File: src/rtl/count_sync_monitor_if.sv
// -----------------------------------------------------------------------------
// count_sync_monitor_if
// Purpose : groups the count bus, the error-clear strobe and all monitor
//           results into one bundle shared by the count monitor and its user.
// Signals :
//   count_in   raw count from the ripple counter, asynchronous to clk
//   err_clr    synchronous pulse, clears err_sticky
//   count_q    last accepted (filtered) count
//   valid      high once the first value has been accepted after reset
//   upd        one-cycle pulse on every accept
//   step_up    one-cycle pulse, accepted value = previous + 1
//   step_down  one-cycle pulse, accepted value = previous - 1
//   wrap       one-cycle pulse on an F->0 or 0->F transition
//   skip_err   one-cycle pulse on any other nonzero change
//   err_sticky set by skip_err, cleared by err_clr
//   err_cnt    saturating count of skip_err events
//   seg        registered {g,f,e,d,c,b,a} hex pattern of count_q
// Modports: master = count source / result consumer, slave = the monitor.
// -----------------------------------------------------------------------------
interface count_sync_monitor_if #(
  parameter int W     = 4,
  parameter int ERR_W = 8
);
  logic [W-1:0]     count_in;
  logic             err_clr;
  logic [W-1:0]     count_q;
  logic             valid;
  logic             upd;
  logic             step_up;
  logic             step_down;
  logic             wrap;
  logic             skip_err;
  logic             err_sticky;
  logic [ERR_W-1:0] err_cnt;
  logic [6:0]       seg;

  modport master (
    output count_in, err_clr,
    input  count_q, valid, upd, step_up, step_down, wrap, skip_err,
           err_sticky, err_cnt, seg
  );

  modport slave (
    input  count_in, err_clr,
    output count_q, valid, upd, step_up, step_down, wrap, skip_err,
           err_sticky, err_cnt, seg
  );
endinterface

File: src/rtl/count_sync_monitor.sv
// -----------------------------------------------------------------------------
// count_sync_monitor
// Purpose : consumes the glitchy, asynchronous count bus of a 4-bit ripple
//           up/down counter. The bus is synchronised through two flops, a
//           value is accepted only after it has been seen unchanged for
//           STABLE_CYCLES consecutive samples, every accepted change is
//           classified (up step, down step, wrap, skip error) and the accepted
//           value is shown as a registered hex 7-segment pattern.
// Ports   :
//   clk     single clock, all flops rising edge
//   resetb  asynchronous active-low reset
//   bus     count_sync_monitor_if.slave (count_in/err_clr in, results out)
// Parameters:
//   W              count width (segment decode and wrap rules assume 4)
//   STABLE_CYCLES  equal synced samples required before accepting (>= 1)
//   ERR_W          width of the saturating skip-error counter
//   SEG_ACTIVE_LOW 1: segment lit when its bit is 0; 0: lit when 1
// -----------------------------------------------------------------------------
module count_sync_monitor #(
  parameter int W              = 4,
  parameter int STABLE_CYCLES  = 3,
  parameter int ERR_W          = 8,
  parameter bit SEG_ACTIVE_LOW = 1'b1
) (
  input  logic                  clk,
  input  logic                  resetb,
  count_sync_monitor_if.slave   bus
);

  localparam int STAB_W = (STABLE_CYCLES > 1) ? $clog2(STABLE_CYCLES) : 1;
  localparam logic [STAB_W-1:0] STAB_LAST = STAB_W'(STABLE_CYCLES - 1);
  localparam logic [STAB_W-1:0] STAB_ONE  = STAB_W'(1);
  localparam logic [W-1:0]      CNT_ZERO  = {W{1'b0}};
  localparam logic [W-1:0]      CNT_ONE   = W'(1);
  localparam logic [W-1:0]      CNT_MAX   = {W{1'b1}};
  localparam logic [ERR_W-1:0]  ERR_ONE   = ERR_W'(1);
  localparam logic [ERR_W-1:0]  ERR_MAX   = {ERR_W{1'b1}};
  localparam logic [6:0]        SEG_OFF   = SEG_ACTIVE_LOW ? 7'h7F : 7'h00;

  typedef enum logic [0:0] {
    ST_INIT  = 1'b0,
    ST_TRACK = 1'b1
  } state_e;

  // Active-high {g,f,e,d,c,b,a} pattern for one hex digit.
  function automatic logic [6:0] hex_pattern(input logic [3:0] v);
    logic [6:0] p;
    case (v)
      4'h0:    p = 7'h3F;
      4'h1:    p = 7'h06;
      4'h2:    p = 7'h5B;
      4'h3:    p = 7'h4F;
      4'h4:    p = 7'h66;
      4'h5:    p = 7'h6D;
      4'h6:    p = 7'h7D;
      4'h7:    p = 7'h07;
      4'h8:    p = 7'h7F;
      4'h9:    p = 7'h6F;
      4'hA:    p = 7'h77;
      4'hB:    p = 7'h7C;
      4'hC:    p = 7'h39;
      4'hD:    p = 7'h5E;
      4'hE:    p = 7'h79;
      4'hF:    p = 7'h71;
      default: p = 7'h00;
    endcase
    return p;
  endfunction

  // Pattern with the configured drive polarity applied.
  function automatic logic [6:0] seg_drive(input logic [3:0] v);
    return SEG_ACTIVE_LOW ? ~hex_pattern(v) : hex_pattern(v);
  endfunction

  state_e            state_q, state_d;
  logic [W-1:0]      sync1_q, sync2_q;
  logic [W-1:0]      cand_q, cand_d;
  logic [STAB_W-1:0] stab_q, stab_d;
  logic [W-1:0]      acc_q, acc_d;
  logic              valid_q, valid_d;
  logic              upd_q, upd_d;
  logic              step_up_q, step_up_d;
  logic              step_down_q, step_down_d;
  logic              wrap_q, wrap_d;
  logic              skip_err_q, skip_err_d;
  logic              err_sticky_q, err_sticky_d;
  logic [ERR_W-1:0]  err_cnt_q, err_cnt_d;
  logic [6:0]        seg_q, seg_d;
  logic              accept_s;
  logic [W-1:0]      delta_s;
  logic              is_wrap_s;

  // Filter, FSM next state and registered result/pulse values.
  always_comb begin
    state_d      = state_q;
    cand_d       = cand_q;
    stab_d       = stab_q;
    acc_d        = acc_q;
    valid_d      = valid_q;
    upd_d        = 1'b0;
    step_up_d    = 1'b0;
    step_down_d  = 1'b0;
    wrap_d       = 1'b0;
    skip_err_d   = 1'b0;
    err_sticky_d = err_sticky_q;
    err_cnt_d    = err_cnt_q;
    seg_d        = seg_q;
    accept_s     = 1'b0;
    // Delta is taken against the value being replaced, before the update.
    delta_s      = cand_q - acc_q;
    is_wrap_s    = ((acc_q == CNT_MAX) && (cand_q == CNT_ZERO)) ||
                   ((acc_q == CNT_ZERO) && (cand_q == CNT_MAX));

    // Any change of the synced value restarts the stability window, so a
    // value that is still settling can never be accepted.
    if (sync2_q != cand_q) begin
      cand_d = sync2_q;
      stab_d = {STAB_W{1'b0}};
    end else if ((stab_q == STAB_LAST) &&
                 ((state_q == ST_INIT) || (cand_q != acc_q))) begin
      accept_s = 1'b1;
    end else if (stab_q < STAB_LAST) begin
      stab_d = stab_q + STAB_ONE;
    end else begin
      stab_d = stab_q;
    end

    if (accept_s) begin
      acc_d = cand_q;
      seg_d = seg_drive(cand_q[3:0]);
      upd_d = 1'b1;
      case (state_q)
        ST_INIT: begin
          // First value after reset only establishes the baseline.
          valid_d = 1'b1;
          state_d = ST_TRACK;
        end
        ST_TRACK: begin
          wrap_d = is_wrap_s;
          if (delta_s == CNT_ONE) begin
            step_up_d = 1'b1;
          end else if (delta_s == CNT_MAX) begin
            step_down_d = 1'b1;
          end else begin
            skip_err_d = 1'b1;
          end
        end
        default: begin
          state_d = ST_INIT;
        end
      endcase
    end else begin
      acc_d = acc_q;
    end

    // A new error on the same edge as err_clr keeps the flag set.
    if (skip_err_d) begin
      err_sticky_d = 1'b1;
    end else if (bus.err_clr) begin
      err_sticky_d = 1'b0;
    end else begin
      err_sticky_d = err_sticky_q;
    end

    if (skip_err_d && (err_cnt_q != ERR_MAX)) begin
      err_cnt_d = err_cnt_q + ERR_ONE;
    end else begin
      err_cnt_d = err_cnt_q;
    end
  end

  // Two-flop synchroniser, filter state, FSM state and registered outputs.
  always_ff @(posedge clk or negedge resetb) begin
    if (!resetb) begin
      state_q      <= ST_INIT;
      sync1_q      <= {W{1'b0}};
      sync2_q      <= {W{1'b0}};
      cand_q       <= {W{1'b0}};
      stab_q       <= {STAB_W{1'b0}};
      acc_q        <= {W{1'b0}};
      valid_q      <= 1'b0;
      upd_q        <= 1'b0;
      step_up_q    <= 1'b0;
      step_down_q  <= 1'b0;
      wrap_q       <= 1'b0;
      skip_err_q   <= 1'b0;
      err_sticky_q <= 1'b0;
      err_cnt_q    <= {ERR_W{1'b0}};
      seg_q        <= SEG_OFF;
    end else begin
      state_q      <= state_d;
      sync1_q      <= bus.count_in;
      sync2_q      <= sync1_q;
      cand_q       <= cand_d;
      stab_q       <= stab_d;
      acc_q        <= acc_d;
      valid_q      <= valid_d;
      upd_q        <= upd_d;
      step_up_q    <= step_up_d;
      step_down_q  <= step_down_d;
      wrap_q       <= wrap_d;
      skip_err_q   <= skip_err_d;
      err_sticky_q <= err_sticky_d;
      err_cnt_q    <= err_cnt_d;
      seg_q        <= seg_d;
    end
  end

  assign bus.count_q    = acc_q;
  assign bus.valid      = valid_q;
  assign bus.upd        = upd_q;
  assign bus.step_up    = step_up_q;
  assign bus.step_down  = step_down_q;
  assign bus.wrap       = wrap_q;
  assign bus.skip_err   = skip_err_q;
  assign bus.err_sticky = err_sticky_q;
  assign bus.err_cnt    = err_cnt_q;
  assign bus.seg        = seg_q;

endmodule

File: src/flat_wrapper.sv
// flat-port wrapper written by rule: the top's interface ports become plain ports
module count_sync_monitor_flat 
#(
  parameter int W              = 4,
  parameter int STABLE_CYCLES  = 3,
  parameter int ERR_W          = 8,
  parameter bit SEG_ACTIVE_LOW = 1'b1
)
  (clk, resetb, bus_count_in, bus_err_clr, bus_count_q, bus_valid, bus_upd, bus_step_up, bus_step_down, bus_wrap, bus_skip_err, bus_err_sticky, bus_err_cnt, bus_seg);
  count_sync_monitor_if #(.W(W), .ERR_W(ERR_W)) bus_i ();
  input  logic clk;
  input  logic resetb;
  input wire logic [$bits(bus_i.count_in)-1:0] bus_count_in;
  input wire logic [$bits(bus_i.err_clr)-1:0] bus_err_clr;
  output wire logic [$bits(bus_i.count_q)-1:0] bus_count_q;
  output wire logic [$bits(bus_i.valid)-1:0] bus_valid;
  output wire logic [$bits(bus_i.upd)-1:0] bus_upd;
  output wire logic [$bits(bus_i.step_up)-1:0] bus_step_up;
  output wire logic [$bits(bus_i.step_down)-1:0] bus_step_down;
  output wire logic [$bits(bus_i.wrap)-1:0] bus_wrap;
  output wire logic [$bits(bus_i.skip_err)-1:0] bus_skip_err;
  output wire logic [$bits(bus_i.err_sticky)-1:0] bus_err_sticky;
  output wire logic [$bits(bus_i.err_cnt)-1:0] bus_err_cnt;
  output wire logic [$bits(bus_i.seg)-1:0] bus_seg;
  assign bus_i.count_in = bus_count_in;
  assign bus_i.err_clr = bus_err_clr;
  assign bus_count_q = bus_i.count_q;
  assign bus_valid = bus_i.valid;
  assign bus_upd = bus_i.upd;
  assign bus_step_up = bus_i.step_up;
  assign bus_step_down = bus_i.step_down;
  assign bus_wrap = bus_i.wrap;
  assign bus_skip_err = bus_i.skip_err;
  assign bus_err_sticky = bus_i.err_sticky;
  assign bus_err_cnt = bus_i.err_cnt;
  assign bus_seg = bus_i.seg;
  count_sync_monitor #(.W(W), .STABLE_CYCLES(STABLE_CYCLES), .ERR_W(ERR_W), .SEG_ACTIVE_LOW(SEG_ACTIVE_LOW)) u_core (.clk(clk), .resetb(resetb), .bus(bus_i));
endmodule
File: config.mk
export PLATFORM = sky130hd
export DESIGN_NAME = count_sync_monitor_flat
export DESIGN_NICKNAME = d
export VERILOG_FILES = /design/src/rtl/count_sync_monitor_if.sv /design/src/rtl/count_sync_monitor.sv /design/src/flat_wrapper.sv
export SDC_FILE = /design/constraint.sdc
export NUM_CORES = 1
export LEC_CHECK = 0
export BUFFER_PORTS_ARGS = -buffer_cell sky130_fd_sc_hd__buf_2
export CORE_MARGIN = 10
export CORE_UTILIZATION = 55
export DETAILED_ROUTE_END_ITERATION = 12
export GPL_ROUTABILITY_DRIVEN = 0
export GPL_TIMING_DRIVEN = 1
export PLACE_DENSITY = 0.85
export SLEW_MARGIN = 30
export SYNTH_ARGS = -nofsm -noshare
export SYNTH_HDL_FRONTEND = slang
export SYNTH_SLANG_ARGS = --single-unit
File: constraint.sdc
create_clock -name clk -period 5.4 [get_ports clk]
set_input_delay 0.81 -clock clk [delete_from_list [all_inputs] [get_ports clk]]
set_output_delay 0.81 -clock clk [all_outputs]
set_load 0.05 [all_outputs]
==> results of run 1 <==
==> through the flow <==
| stage | std cells | worst slack [ns] |
|---|---|---|
| floorplan | 170 | 2.73 |
| global placement | 238 | 2.35 |
| detailed placement | 238 | 2.22 |
| CTS | 246 | 2.19 |
| global route | 246 | 1.94 |
| finish | 246 | 2.20 |
==> worst max-delay path: cells and delay by family (launching register included) <==
kind             cells  cell delay (ns)
AND/OR/NAND/NOR      4             1.69
multiplexers         1             0.38
flip-flops           1             0.81
XOR/XNOR             1             0.19
==> cells in the final DEF, fill, tap and decap left out, types with 2 or more instances in the layout <==
cell,count
dfstp_2,7
ha_1,11
mux2_2,5
o21ai_0,6
nand2_1,9
xnor2_1,6
nor2_1,12
a21oi_1,9
inv_1,11
nand3_1,3
and3_1,3
nor4_1,4
a21o_1,2
clkbuf_4,5
nand4_1,4
nor2b_1,2
nand3b_1,2
buf_2,31
xor2_1,7
dfrtp_1,34
nor3_1,4
clkinvlp_4,3
==> state kept, by name (all words and copies together), names as in the netlist, 2 cells and up <==
register / flops
u_core.sync2_q: 4
u_core.bus.seg: 7
u_core.sync1_q: 4
u_core.stab_q: 2
u_core.cand_q: 4
u_core.bus.err_cnt: 8
u_core.bus.count_q: 4
==> where the power goes <==
part           switching (mW)  internal [mW]
sequential            0.00994          0.316
combinational          0.0334         0.0218
clock                   0.103         0.0503
total                   0.146          0.388
==> per-layer routing <==
metal	global-route usage, %	share of wire (%)
met1	13.0	44
met2	18.9	49
met3	5.29	5.9
met4	4.05	1.0
met5	0	0
==> synthesized netlist by cell type (2+ instances only) <==
cell type	n
dfrtp_1	34
nor2_1	12
ha_1	11
inv_1	11
a21oi_1	9
nand2_1	9
dfstp_2	7
xor2_1	7
clkbuf_1	6
o21ai_0	6
xnor2_1	6
mux2_2	5
nand4_1	4
nor3_1	4
nor4_1	4
and3_1	3
nand3_1	3
a21o_1	2
buf_1	2
nand3b_1	2
nor2b_1	2
==> cells by family (layout without fill, tap and decap cells) <==
family,Yosys count,count (layout)
xor+xnor,15,15
simple gates,48,48
fa+ha+maj,12,12
flops,41,41
mux,8,8
compound gates,25,25
buf+inv,21,51
==> layout make-up <==
class	instances	share of cell area, %
multi-input cells	108	38.3
repair buffers	32	7.40
flip-flops and latches	41	47.1
clock buffers	5	1.71
well taps	46	2.62
inverters	11	1.88
clock inverters	3	1.02
==> how the worst min path moves through the flow <==
| stage | cells after the start | slack [ns] | to |
|---|---|---|---|
| finish | 0 | 0.36 | u_core.sync2_q[1] |
| global route | 0 | 0.38 | u_core.sync2_q[1] |
| CTS | 0 | 0.37 | u_core.sync2_q[1] |
| detailed placement | 0 | 0.34 | u_core.sync2_q[1] |
| global placement | 0 | 0.33 | u_core.sync2_q[2] |
| floorplan | 0 | 0.33 | u_core.sync2_q[0] |
==> flow_metrics.tcl, run 1 <==
set metrics [dict create \
    status "finished, final reports clean" \
    ctsHtreeMaxLevel 2 \
    finalHoldViolations 0 \
    cts_resized 0 \
    cts_sinks 41 \
    power_density_nw_per_um2 243 \
    ff_latch_area_um2 1030 \
    postPlaceCellArea_um2 2140 \
    netlist_instances 170 \
    clock-root-buffer "clkbuf_4" \
    reg2reg_slack_ns 2.20 \
    worst_pin_slew_ns 0.789 \
    drtAntennaViolNets 0 \
    io_buffers 32 \
    nets 218 \
    syn-cell-area_um2 1960 \
    ys_warn_count 0 \
    vdd_drop_max_v 0.000149 \
    grt_max_degree 42 \
    first_pass_iters 4 \
    grt_use_total_pct 11.6 \
    yosys_register_bits 41 \
    crit_start "u_core.cand_q[3]" \
    ys_top_cells_by_area "dfrtp_1, dfstp_2, ha_1" \
    core_um2 3390 \
    final_cell_area_um2 2200 \
    num_vias 1297 \
    crit_path_cell_trace "xnor2_1 -> nand4_1 -> nor2_2 -> nand2_1 -> nor3_1 -> mux2_2" \
    crit_type "reg -> reg" \
    grt_pass1_vias 1333 \
    reg2reg_to "u_core.bus.err_cnt[1]" \
    ios 33 \
    synth_top_family_by_area "simple AND/OR/NAND/NOR gates" \
    avgSynthCellArea_um2 11.6 \
    fillerInstances 251 \
    numCtsBuffers 5 \
    finalSetupViolCount 0 \
    synth_top_area_share_pct 43.3 \
    dieWidth_um 79.8 \
    final_util_pct 64.9 \
    fin_hold_ws_ns 0.362 \
    wl_per_cell_um 13.7 \
    drc 0 \
    clk_latency_ns 0.36 \
    finalCriticalPeriod_ns 3.20 \
    antenna_found_initial 0 \
    max_stage_delay_ns 0.81 \
    synthFlopType "dfrtp_1" \
    cts_tree "yes" \
    relSlewSlack_pct 47.3 \
    rr_worst_depth 6 \
    drt_iter0_drc 94 \
    vias_per_cell 5.27 \
    ys_async_sr_fraction_pct 100 \
    areaGrowthSynthToFinish_pct 11.9 \
    drv_slew 0 \
    drive_gt1_share_pct 29.5 \
    regToRegStartpoint "u_core.cand_q[3]" \
    critPathRequiredTime_ns 5.64 \
    endpoint_kind "flop" \
    hold_path_class "reg -> reg" \
    clkSlewWorstSetupHoldPaths_ns 0.13 \
    fmax_mhz 313 \
    overflow 0 \
    crit_fanout 22 \
    power.total_mw 0.534 \
    synth-simple-area-share_pct 12.5 \
    cts_setup_buffers 0 \
    mappedNetlistNets 189 \
    antennaDiodeCount 0 \
    drt-total-wl_mm 3.36 \
    drv_cap 0 \
    dp_hpwl_mm 2.54 \
    synth.distinct_cells 42 \
    synth-edff-count 0 \
    crit_end "u_core.bus.err_cnt[1]" \
    synth-compound-area-share_pct 8.03 \
    multi_input_area_um2 842 \
    leakage_nw 1.08 \
    worst-endpoint-arrival_ns 3.44 \
    skew_ns 0.0128 \
    postCtsHoldBufs 0 \
    grt_pass1_wl_mm 5.87 \
    cts_buffer_depth 2 \
    yosys.area_share.adder_pct 8.03 \
    synth_xor_area_share_pct 8.60 \
    muxShareOfSynthArea_pct 5.67 \
    fin_crit_sh_pct 59.2 \
    hp-start "u_core.sync1_q[1]" \
    synth.largest_area_cell "dfrtp_1" \
    die_h_um 79.8 \
    dieArea_um2 6360 \
    rows 21 \
    start_util_pct 58.0 \
    cp_slowest_cell "dfrtp_1" \
    yosysSeqAreaShare_pct 52.7 \
    rsz0062_at_grt "no" \
    fin_setup_tns_ns 0 \
    start_kind "flop" \
]
Note: power is estimated with default switching activity, not from simulation.
==> run 2, diff against run 1 <==
- clock period: 5.4 -> 3 ns (I/O delays scaled with it)
==> run 2 against run 1 <==
Net effect:
- core utilization rose by 1.8 points
- clock-buffer cell count unchanged
- via count is 4.6% higher
- cell area is 2.8% higher
- non-clock buffer count is 3 higher
- critical path type unchanged
- clock skew shrank 0.0068 ns
- fmax up 20%
==> flow_metrics.tcl, run 2 (same netlist as run 1, synthesis figures left out) <==
set metrics [dict create \
    hold_path_class "in -> async" \
    clk_latency_ns 0.36 \
    regToRegStartpoint "u_core.cand_q[0]" \
    fillerInstances 251 \
    areaGrowthSynthToFinish_pct 15.1 \
    power_density_nw_per_um2 500 \
    nets 221 \
    core_um2 3390 \
    rr_worst_depth 9 \
    reg2reg_to "u_core.bus.err_cnt[1]" \
    finalHoldViolations 0 \
    grt_max_degree 42 \
    critPathMostFrequentCell "inv_1" \
    vias_per_cell 5.45 \
    crit_fanout 9 \
    fin_hold_ws_ns 0.180 \
    cell_internal_pwr_mw 0.868 \
    rows 21 \
    crit_path_cell_trace "inv_1 -> ha_1 -> inv_1 -> fa_1 -> xor2_1 -> or3_1 -> mux2i_4 -> nor3_1 -> mux2_2" \
    final_cell_mix "dfrtp_1, buf_2, nor2_1" \
    netSwitchingFraction_pct 23.2 \
    multi_input_area_um2 842 \
    io_buffers 32 \
    grt_use_total_pct 11.9 \
    skew_ns 0.00599 \
    ctsHtreeMaxLevel 2 \
    leakage_nw 1.12 \
    drt-total-wl_mm 3.61 \
    final_cell_area_um2 2260 \
    crit_type "reg -> reg" \
    grt_pass1_wl_mm 6.09 \
    antennaDiodeCount 0 \
    cp_slowest_cell "dfrtp_1" \
    cts_resized 0 \
    antenna_found_initial 0 \
    ff_latch_area_um2 1030 \
    dieArea_um2 6360 \
    vdd_drop_max_v 0.000360 \
    clock-root-buffer "clkbuf_4" \
    wl_per_cell_um 14.5 \
    power.total_mw 1.13 \
    reg2reg_slack_ns 0.34 \
    first_pass_iters 4 \
    postPlaceCellArea_um2 2160 \
    largest_reg_flops 8 \
    start_kind "flop" \
    numCtsBuffers 5 \
    status "finished, final reports clean" \
    drv_cap 0 \
    p_sw_mw 0.263 \
    drc 0 \
    fin_setup_tns_ns 0 \
    cp_num_buf_inv 2 \
    fin_crit_sh_pct 88.6 \
    postCtsHoldBufs 0 \
    cts_tree "yes" \
    ios 33 \
    drive_gt1_share_pct 30.5 \
    rsz0062_at_grt "no" \
    fmax_mhz 376 \
    worst_pin_slew_ns 0.843 \
    finalSetupViolCount 0 \
    dieWidth_um 79.8 \
    clkSlewWorstSetupHoldPaths_ns 0.12 \
    grt_pass1_vias 1339 \
    cts_sinks 41 \
    final_util_pct 66.7 \
    p_seq_share_pct 51.5 \
    start_util_pct 58.0 \
    finalCriticalPeriod_ns 2.66 \
    max_stage_delay_ns 0.49 \
    worst-endpoint-arrival_ns 2.91 \
    endpoint_kind "flop" \
    pwr-share-comb_pct 9.6 \
    cts_buffer_depth 2 \
    drt_iter0_drc 160 \
    crit_family "multiplexers" \
    mostFrequentLayoutCell "dfrtp_1" \
    drv_slew 0 \
    critPathRequiredTime_ns 3.25 \
    cts_setup_buffers 0 \
    drtAntennaViolNets 0 \
    clkPwrFrac_pct 38.9 \
    relSlewSlack_pct 43.8 \
    dp_hpwl_mm 2.51 \
    die_h_um 79.8 \
    num_vias 1357 \
    overflow 0 \
]
run 2: metrics by stage:
| step | worst slack, ns | instances |
|---|---|---|
| floorplan | 0.335 | 170 |
| global placement | 0.479 | 241 |
| detailed placement | 0.406 | 241 |
| CTS | 0.352 | 249 |
| global route | 0.149 | 249 |
| finish | 0.343 | 249 |
run 2: how the worst max path moves through the flow:
stage	start	end	slack, ns	depth (start not counted)
2_1_floorplan	u_core.bus.count_q[2]	u_core.bus.err_cnt[4]	0.33	8
3_3_place_gp	u_core.cand_q[0]	u_core.bus.err_cnt[1]	0.48	9
3_5_place_dp	u_core.cand_q[0]	u_core.bus.err_cnt[1]	0.41	9
4_1_cts	u_core.cand_q[0]	u_core.bus.err_cnt[1]	0.35	9
5_1_grt	u_core.cand_q[0]	u_core.bus.err_cnt[1]	0.15	9
6_report	u_core.cand_q[0]	u_core.bus.err_cnt[1]	0.34	9
run 2: final cells by class:
| cell class | instances | area share [%] |
|---|---|---|
| Tap cell | 46 | 2.55 |
| Clock inverter | 3 | 2.88 |
| Multi-Input combinational cell | 108 | 37.2 |
| Timing Repair Buffer | 35 | 8.08 |
| Clock buffer | 5 | 1.66 |
| Inverter | 11 | 1.83 |
| Sequential cell | 41 | 45.8 |
run 2: worst reg2reg max path: cells and delay by family, from the launching register on:
kind / cells / cell delay (ns)
flops: 1 / 0.49
buf+inv: 2 / 0.24
mux: 2 / 0.56
simple gates: 2 / 0.53
fa+ha+maj: 2 / 0.55
xor+xnor: 1 / 0.19
run 2: power groups by stage:
stage / combinational (mW) / sequential, mW / clock [mW]
6_report: 0.109 / 0.582 / 0.440
5_1_grt: 0.119 / 0.585 / 0.474
4_1_cts: 0.110 / 0.582 / 0.450
3_5_place_dp: 0.107 / 0.592 / 0
3_3_place_gp: 0.105 / 0.591 / 0
2_1_floorplan: 0.0641 / 0.606 / 0
run 2: metal layers:
layer / GRT usage, % / routed length (µm) / vias to the layer above
met3: 4.17 / 285 / 12
met2: 19.6 / 1770 / 54
li1: - / - / 646
met4: 6.34 / 93 / 0
met1: 13.3 / 1470 / 645
met5: 0 / 0 / -
==> run 3, diff against run 2 <==
- SETUP_SLACK_MARGIN: unset -> 0.4
==> run 3 against run 2 <==
Net effect:
- first-iteration DRC count down 43%
- core utilization up 1.6 points
- highest routed layer unchanged
- clock-buffer cell count up 1
- sequential power about the same
- register-to-register slack better by 0.18 ns
- cell area up 2.4%
==> flow_metrics.tcl, run 3 (same netlist as run 1, synthesis figures left out) <==
set metrics [dict create \
    areaGrowthSynthToFinish_pct 17.8 \
    antennaDiodeCount 0 \
    clkSlewWorstSetupHoldPaths_ns 0.12 \
    dp_hpwl_mm 2.75 \
    start_util_pct 58.0 \
    endpoint_kind "flop" \
    grt_max_degree 42 \
    dieWidth_um 79.8 \
    overflow 0 \
    critPathRequiredTime_ns 3.26 \
    gr-usage-met3_pct 4.84 \
    drv_cap 0 \
    cts_tree "yes" \
    rsz0062_at_grt "no" \
    skew_ns 0.00826 \
    busiest_layer "met2" \
    crit_type "reg -> reg" \
    fin_crit_sh_pct 82.6 \
    first_pass_iters 4 \
    status "finished, final reports clean" \
    dieArea_um2 6360 \
    io_buffers 32 \
    start_kind "flop" \
    mostFrequentLayoutCell "dfrtp_1" \
    ios 33 \
    num_vias 1396 \
    die_h_um 79.8 \
    fin_setup_tns_ns 0 \
    finalCriticalPeriod_ns 2.48 \
    worst_pin_slew_ns 0.485 \
    drtAntennaViolNets 0 \
    hold_path_class "in -> async" \
    grt_pass1_vias 1465 \
    largest_reg_flops 8 \
    fmax_mhz 404 \
    clock-root-buffer "clkbuf_4" \
    place_ws_ns 0.379 \
    ctsHtreeMaxLevel 2 \
    relSlewSlack_pct 67.7 \
    power_density_nw_per_um2 468 \
    final_cell_mix "dfrtp_1, buf_2, nor2_1" \
    worst-endpoint-arrival_ns 2.73 \
    drt-total-wl_mm 4.05 \
    cts_buffer_depth 2 \
    cts_sinks 41 \
    fillerInstances 239 \
    core_um2 3390 \
    numCtsBuffers 5 \
    drv_slew 0 \
    grt_pass1_wl_mm 6.74 \
    vdd_drop_max_v 0.000333 \
    clk_latency_ns 0.36 \
    grt_use_total_pct 13.3 \
    nets 226 \
    worst_slack_ns 0.523 \
    met1_usage_pct 13.8 \
    drc 0 \
    crit_fanout 4 \
    vias_per_cell 5.50 \
    leakage_nw 1.14 \
    rows 21 \
    finalHoldViolations 0 \
    wl_per_cell_um 15.9 \
    drt_iter0_drc 92 \
    antenna_found_initial 0 \
    finalSetupViolCount 0 \
    grtUsageMet2_pct 23.3 \
    drive_gt1_share_pct 34.6 \
]
-- run 3: repair_timing --
item,CTS,global route
endpoints found under the setup margin,2,5
pin swaps,0,2
buffers inserted,0,4
hold buffers,0,0
gates resized for setup,3,2
endpoints found under the hold margin,0,0
cloned,1,0
-- run 3: final cells by class --
class / count / area (µm²) / share of cell area [%]
sequential: 41 / 1040 / 44.8
multi-input combinational: 109 / 875 / 37.8
timing repair buffer: 39 / 215 / 9.30
tap: 46 / 57.6 / 2.49
clock buffer: 6 / 51.3 / 2.22
inverter: 11 / 41.3 / 1.78
clock inverter: 2 / 37.5 / 1.62
-- run 3: layer usage --
metal | vias up | share of wire [%]
met5 | - | 0
met4 | 0 | 2.0
met3 | 12 | 6.3
met2 | 43 | 53
met1 | 684 | 39
li1 | 657 | -
-- run 3: final timing paths --
path,start,end,slack [ns],depth (start not counted)
max,u_core.bus.count_q[2],u_core.bus.err_cnt[4],0.52,8
min,resetb,u_core.sync1_q[3],0.03,1
max reg2reg,u_core.bus.count_q[2],u_core.bus.err_cnt[4],0.52,8
min reg2reg,u_core.sync1_q[0],u_core.sync2_q[0],0.36,0
max in group asynchronous,resetb,u_core.bus.count_q[2],2.60,1
min in group clk,bus_count_in[0],u_core.sync1_q[0],0.19,1
-- run 3: worst max-delay path, cell delays in order (launching register included) --
cell,delay [ns]
dfrtp_2,0.41
inv_1,0.07
ha_1,0.37
a21o_1,0.21
a31oi_2,0.26
xnor2_4,0.15
mux2i_4,0.21
or4_1,0.55
xnor2_1,0.15
-- run 3: power breakdown --
part | internal, mW | switching (mW) | leakage [nW] | total [mW]
Combinational | 0.0484 | 0.0739 | 0.576 | 0.122
Clock | 0.198 | 0.181 | 0.0445 | 0.379
Sequential | 0.569 | 0.0128 | 0.516 | 0.582
-- run 3: stage by stage --
step | hold slack [ns] | utilization, % | instances | area (µm²) | power [mW]
after floorplan | 0.154 | - | 170 | 1970 | 0.670
after global placement | 0.332 | 63.7 | 241 | 2160 | 0.696
after detailed placement | 0.335 | 63.7 | 241 | 2160 | 0.701
after CTS | 0.179 | 67.1 | 250 | 2270 | 1.08
after global routing | 0.0510 | 68.3 | 254 | 2310 | 1.13
final | 0.0346 | 68.3 | 254 | 2310 | 1.08
